===== src/rtl/alu_pkg.sv =====
`default_nettype none
// ============================================================================
// Module      : alu_pkg
// Description : Shared opcode constants, FSM state type and width default for
//               the bit-serial ALU sequencer and its 1-bit slice.
// Revision    : 1.0 - initial release
// ============================================================================
package alu_pkg;

  localparam int unsigned WIDTH_DEFAULT = 32;

  localparam logic [2:0] OP_AND = 3'b001;
  localparam logic [2:0] OP_OR  = 3'b010;
  localparam logic [2:0] OP_ADD = 3'b011;
  localparam logic [2:0] OP_SUB = 3'b100;
  localparam logic [2:0] OP_NOR = 3'b101;
  localparam logic [2:0] OP_SLT = 3'b110;

  typedef enum logic [1:0] {
    ST_IDLE = 2'd0,
    ST_RUN  = 2'd1,
    ST_DONE = 2'd2
  } state_t;

  // Operations whose final carry is reported on cout.
  function automatic logic op_has_carry(input logic [2:0] op);
    return (op == OP_ADD) || (op == OP_SUB) || (op == OP_SLT);
  endfunction

  // Operations whose signed overflow is reported.
  function automatic logic op_has_ovf(input logic [2:0] op);
    return (op == OP_ADD) || (op == OP_SUB);
  endfunction

endpackage
`default_nettype wire


===== src/rtl/alu_top.sv =====
`default_nettype none
// ============================================================================
// Module      : alu_top
// Description : 1-bit ALU slice. Optional inversion of both inputs, then
//               AND / OR / full-add / less selection by opcode. Invalid
//               opcodes return 0. checktop is a registered copy of the raw
//               adder sum for debug observation of the top bit.
// Revision    : 1.0 - initial release
// ============================================================================
module alu_top
  import alu_pkg::*;
(
  input  logic       clk,
  input  logic       src1,
  input  logic       src2,
  input  logic       less,
  input  logic       A_invert,
  input  logic       B_invert,
  input  logic       cin,
  input  logic [2:0] operation,
  output logic       result,
  output logic       cout,
  output logic       checktop
);

  logic w_a;
  logic w_b;
  logic w_sum;

  assign w_a   = src1 ^ A_invert;
  assign w_b   = src2 ^ B_invert;
  assign w_sum = w_a ^ w_b ^ cin;
  assign cout  = (w_a & w_b) | (w_a & cin) | (w_b & cin);

  // Result select; NOR reuses the AND path with both inputs inverted.
  always_comb begin
    result = 1'b0;
    case (operation)
      OP_AND, OP_NOR: result = w_a & w_b;
      OP_OR:          result = w_a | w_b;
      OP_ADD, OP_SUB: result = w_sum;
      OP_SLT:         result = less;
      default:        result = 1'b0;
    endcase
  end

  // Debug tap of the adder sum, one cycle late.
  always_ff @(posedge clk) begin
    checktop <= w_sum;
  end

endmodule
`default_nettype wire


===== src/rtl/alu_serial_ctrl.sv =====
`default_nettype none
// ============================================================================
// Module      : alu_serial_ctrl
// Description : Bit-serial sequencer running a WIDTH-bit ALU operation through
//               one alu_top slice, LSB first, one bit per clock. Reports the
//               result with zero, cout and overflow flags and a done pulse.
// Revision    : 1.0 - initial release
// ============================================================================
module alu_serial_ctrl
  import alu_pkg::*;
#(
  parameter int WIDTH = WIDTH_DEFAULT,
  parameter int CNT_W = $clog2(WIDTH)
) (
  input  logic             clk,
  input  logic             rst,
  input  logic             start,
  input  logic [2:0]       operation,
  input  logic [WIDTH-1:0] src1,
  input  logic [WIDTH-1:0] src2,
  output logic             busy,
  output logic             done,
  output logic [WIDTH-1:0] result,
  output logic             zero,
  output logic             cout,
  output logic             overflow
);

  localparam logic [CNT_W-1:0] C_LAST = CNT_W'(WIDTH - 1);

  state_t           r_state;
  state_t           w_state_next;
  logic [WIDTH-1:0] r_a;
  logic [WIDTH-1:0] r_b;
  logic [2:0]       r_op;
  logic [CNT_W-1:0] r_cnt;
  logic             r_carry;

  logic             w_last;
  logic             w_a_inv;
  logic             w_b_inv;
  logic             w_slice_res;
  logic             w_slice_cout;
  logic [WIDTH-1:0] w_shifted;
  logic             w_msb_ovf;
  logic             w_slt_set;
  logic [WIDTH-1:0] w_final;

  assign w_last = (r_cnt == C_LAST);

  // Subtraction-style ops invert B; NOR inverts both so the AND path gives ~a & ~b.
  assign w_a_inv = (r_op == OP_NOR);
  assign w_b_inv = (r_op == OP_SUB) || (r_op == OP_SLT) || (r_op == OP_NOR);

  alu_top u_slice (
    .clk       (clk),
    .src1      (r_a[0]),
    .src2      (r_b[0]),
    .less      (1'b0),
    .A_invert  (w_a_inv),
    .B_invert  (w_b_inv),
    .cin       (r_carry),
    .operation (r_op),
    .result    (w_slice_res),
    .cout      (w_slice_cout),
    .checktop  ()
  );

  // Result assembly on the last bit: SLT takes the corrected sign of a-b.
  always_comb begin
    w_shifted = {w_slice_res, result[WIDTH-1:1]};
    w_msb_ovf = r_carry ^ w_slice_cout;
    w_slt_set = (r_a[0] ^ ~r_b[0] ^ r_carry) ^ w_msb_ovf;
    w_final   = w_shifted;
    if (r_op == OP_SLT) begin
      w_final = {{(WIDTH-1){1'b0}}, w_slt_set};
    end
  end

  // State register.
  always_ff @(posedge clk) begin
    if (rst) begin
      r_state <= ST_IDLE;
    end else begin
      r_state <= w_state_next;
    end
  end

  // Next-state and status outputs.
  always_comb begin
    w_state_next = r_state;
    busy         = 1'b0;
    done         = 1'b0;
    case (r_state)
      ST_IDLE: begin
        if (start) begin
          w_state_next = ST_RUN;
        end
      end
      ST_RUN: begin
        busy = 1'b1;
        if (w_last) begin
          w_state_next = ST_DONE;
        end
      end
      ST_DONE: begin
        busy         = 1'b1;
        done         = 1'b1;
        w_state_next = ST_IDLE;
      end
      default: w_state_next = ST_IDLE;
    endcase
  end

  // Operand shift registers, carry flop, bit counter and result/flags.
  always_ff @(posedge clk) begin
    if (rst) begin
      r_a      <= '0;
      r_b      <= '0;
      r_op     <= '0;
      r_cnt    <= '0;
      r_carry  <= 1'b0;
      result   <= '0;
      zero     <= 1'b1;
      cout     <= 1'b0;
      overflow <= 1'b0;
    end else begin
      case (r_state)
        ST_IDLE: begin
          if (start) begin
            r_a     <= src1;
            r_b     <= src2;
            r_op    <= operation;
            r_cnt   <= '0;
            r_carry <= (operation == OP_SUB) || (operation == OP_SLT);
            result  <= '0;
          end
        end
        ST_RUN: begin
          r_a     <= {1'b0, r_a[WIDTH-1:1]};
          r_b     <= {1'b0, r_b[WIDTH-1:1]};
          r_carry <= w_slice_cout;
          if (w_last) begin
            result   <= w_final;
            zero     <= (w_final == '0);
            cout     <= op_has_carry(r_op) ? w_slice_cout : 1'b0;
            overflow <= op_has_ovf(r_op) ? w_msb_ovf : 1'b0;
          end else begin
            result <= w_shifted;
            r_cnt  <= r_cnt + CNT_W'(1);
          end
        end
        default: ;
      endcase
    end
  end

endmodule
`default_nettype wire


===== config.mk =====
export PLATFORM = sky130hd
export DESIGN_NAME = alu_serial_ctrl
export DESIGN_NICKNAME = d
export VERILOG_FILES = /design/src/rtl/alu_pkg.sv /design/src/rtl/alu_top.sv /design/src/rtl/alu_serial_ctrl.sv
export SDC_FILE = /design/constraint.sdc
export NUM_CORES = 1
export LEC_CHECK = 0
export ABC_AREA = 1
export CORE_ASPECT_RATIO = 1.25
export CORE_MARGIN = 2
export CORE_UTILIZATION = 50
export CTS_CLUSTER_SIZE = 16
export DETAILED_ROUTE_END_ITERATION = 16
export PLACE_DENSITY = 0.79
export SKIP_CTS_REPAIR_TIMING = 1
export SYNTH_ARGS = -nofsm -noshare
export SYNTH_HDL_FRONTEND = slang
export SYNTH_SLANG_ARGS = --single-unit

===== constraint.sdc =====
create_clock -name clk -period 2.6 [get_ports clk]
set_clock_uncertainty 0.15 [all_clocks]
set_input_delay 0.78 -clock clk [delete_from_list [all_inputs] [get_ports clk]]
set_output_delay 0.78 -clock clk [all_outputs]
set_load 0.02 [all_outputs]

==> impl_results.md, run 1 <==
- Status: complete, no violations
- Crit Reg-Reg Endpoint: zero$_SDFFE_PP1P_
- HPWL Detailed: 7343 um
- Seq pwr share: between 40% and 50%
- Sequential fraction of the synthesis area: roughly 46%
- Combinational Power Share: roughly 15%
- Minimum clock period: between 2000 and 2500 ps
- Finished Cell Area: 6157 um2
- Hold EP: r_cnt[4]$_SDFFE_PP0P_
- Max Cap Viol: 0
- WHS Path Cells: 2
- Final hold vios: 0
- Starting Density: between 50% and 60%
- Worst setup margin: 149.4 ps
- Via density: 5.264
- Synthesized area: about 4700 um2
- Most common cell in the netlist: nand2_1
- Leakage power: ~2.4 nW
- Vias in the first global route: 4092
- Hold path startpoint: r_cnt[4]$_SDFFE_PP0P_
- Port bufs: 106
- Yosys reg bits: 110
- Gr usage total: 21.40%
- Max-slew violation count: 0
- Area after DPL: 5876 um2
- Tot Pwr: 3.744 mW
- Fmax: roughly 0.4 GHz
- Required time of the critical path: 1670 ps
- Core footprint: 9174 um2
- Internal power: between 2 and 3 mW
- Post-synth top flop: dfxtp_1
- Std-Cell Rows: 39
- WP data arrival: ~1500 ps
- DR vias: about 4600
- Reg-to-reg critical path startpoint: r_op[1]$_SDFFE_PP0P_
- Worst-path clk slew: ~70 ps
- Area contributors post-synth: dfxtp_1, nand2_1, a31oi_1
- NetSw: 0.9579 mW
- Mapped Nets: 735
- Mean Syn Cell Area: 7.214 um2
- CP startpoint kind: flip-flop
- GP Congestion: 0.8100
- Final antenna-violating net count: 0
- Skew-Pair Late Insertion Delay: ~340 ps
- Area Overhead vs Synth: 29.91%
- Maximum clock insertion buffer count: 2
- Post-synth cell types: 25
- R2r setup slk: approximately 430 ps
- Post-Syn Instances: approximately 660
- First-pass DRT Iterations: 5
- Chip height: 112.9 um
- CP endpoint kind: output pin
- Number of synthesized flops with an enable pin: 0
- VDD IR-drop max: approximately 0.43 mV
- HP Class: flip-flop to flip-flop
- Final setup violation count: 0
- Initial antenna violation count: 0
- Worst Path Max Fanout: 3
- Fill cells: a little over 800
- Worst Max-Slew Pin Slew: between 500 and 600 ps
- Pwr/cell area: between 600 and 700 nW/um2
- Placed cells: ~850
- Diodes inserted: 0
- Largest net degree at the start of global routing: 74
- Root Buffer Master: clkbuf_16
- Finished Layout Cells: 865
- Post-synth top area cell: dfxtp_1
- Final wirelength: 10620 um
- RSZ-0062 raised after global routing: false
- Chip Width: 91.08 um
- Total CTS buffers: 9
- CTS tree: yes
- Layout cells sized above 1: under 10%
- Total gr overflow: 0
- Clock power share: about a third
- Io pins: between 100 and 150
- Asr flop ratio synth: 0%
- H-tree depth: 3
- Worst R2R Path Depth: 14
- Tcrit/Tclk final: a little over nine tenths
- DRC: 0
- Relative slew slack: 66.55%
- Clock sink count: 110
- Switching Share: between 20% and 30%
- Die area: between 10000 and 15000 um2
- Dpl ws: about 180 ps
- Synth warnings: 0
- WL per Instance: approximately 12 um
- Top-area cell type share of the netlist area: 46.46%
- Crit Path Category: flip-flop to output pin
- Top post-synthesis cells by count: nand2_1, dfxtp_1, a31oi_1
- Layout Nets: just over 800
- DR iter-0 viols: 200
- First-pass GRT wire length: between 15000 and 20000 um
-- critical path, cell delays in order (launching register included) --
cell             delay, ps
dfxtp_1                370
inv_1                   80
ha_1                   200
clkdlybuf4s50_1        530
-- state kept, by name, summed over array words and instances (netlist names) --
register and count:
cout 1, overflow 1, r_a 32, r_b 32, r_carry 1, r_cnt 5, r_op 3, r_state 2
result 32, zero 1
-- cell usage in the layout (no fill, tap or decap), types with 4 or more instances in the layout --
cell / instances
a21oi_1: 47
a31oi_1: 62
buf_12: 4
buf_4: 6
clkbuf_16: 9
clkdlybuf4s50_1: 105
dfxtp_1: 110
ha_1: 6
inv_1: 27
nand2_1: 231
nand3_1: 10
nor2_1: 27
o21ai_0: 58
o21ai_1: 18
-- how the worst max path moves through the flow --
stage | end | slack (ps) | start
floorplan | zero$_SDFFE_PP1P_ | 680 | r_op[1]$_SDFFE_PP0P_
global placement | r_b[9]$_SDFFE_PP0P_ | 240 | start
detailed placement | r_b[14]$_SDFFE_PP0P_ | 180 | start
CTS | busy | -20 | r_state[0]$_SDFFE_PP0P_
global route | done | 60 | r_state[0]$_SDFFE_PP0P_
finish | done | 150 | r_state[0]$_SDFFE_PP0P_
-- logic make-up (layout without fill, tap and decap cells) --
| group | count (synthesis) | after routing | synth area share, % |
|---|---|---|---|
| AO/OA/AOI/OAI | 187 | 187 | 21.52 |
| XOR/XNOR | 2 | 2 | 0.3697 |
| adder cells (fa/ha/maj) | 8 | 8 | 2.270 |
| buffers and inverters | 76 | 161 | 6.969 |
| flip-flops | 110 | 110 | 46.46 |
| AND/OR/NAND/NOR | 274 | 274 | 22.41 |
-- metal layers --
layer / GRT usage (%) / vias to the layer above / wire length [um]
met5: 0 / - / 0
met4: 9.394 / 0 / 191
met3: 2.796 / 12 / 445
met2: 36.59 / 126 / 5171
met1: 27.07 / 2077 / 4814
li1: - / 2338 / -
-- metrics by stage --
step | setup TNS [ps] | hold slack, ps | util, %
after CTS | -22.46 | 319.8 | 67.09
after detailed placement | 0 | 309.4 | 64.05
after global routing | 0 | 341.4 | 67.12
after global placement | 0 | 304.4 | 64.05
final | 0 | 320.0 | 67.12
after floorplan | 0 | 290.3 | -
-- final cells by class --
| cell class | instances | area (um2) | share of cell area [%] |
|---|---|---|---|
| clock buffers | 10 | 229.0 | 3.719 |
| repair buffers | 116 | 1189 | 19.31 |
| flip-flops and latches | 110 | 2202 | 35.77 |
| clock inverters | 4 | 50.05 | 0.8128 |
| inverters | 31 | 116.4 | 1.890 |
| multi-input cells | 471 | 2217 | 36.01 |
| well taps | 123 | 153.9 | 2.499 |
-- power groups by stage --
stage / Combinational, mW / Sequential, mW / Clock, mW
4_1_cts: 0.576 / 1.86 / 1.34
3_3_place_gp: 0.557 / 1.89 / 0
6_report: 0.573 / 1.86 / 1.31
3_5_place_dp: 0.575 / 1.90 / 0
2_1_floorplan: 0.376 / 1.88 / 0
5_1_grt: 0.648 / 1.88 / 1.41
Note: power is estimated with default switching activity, not from simulation.
==> run 2, diff against run 1 <==
- HOLD_SLACK_MARGIN: not set -> 0.1
==> results of run 2 <==
No change in the layout: final DEF, timing and power equal those of run 1.
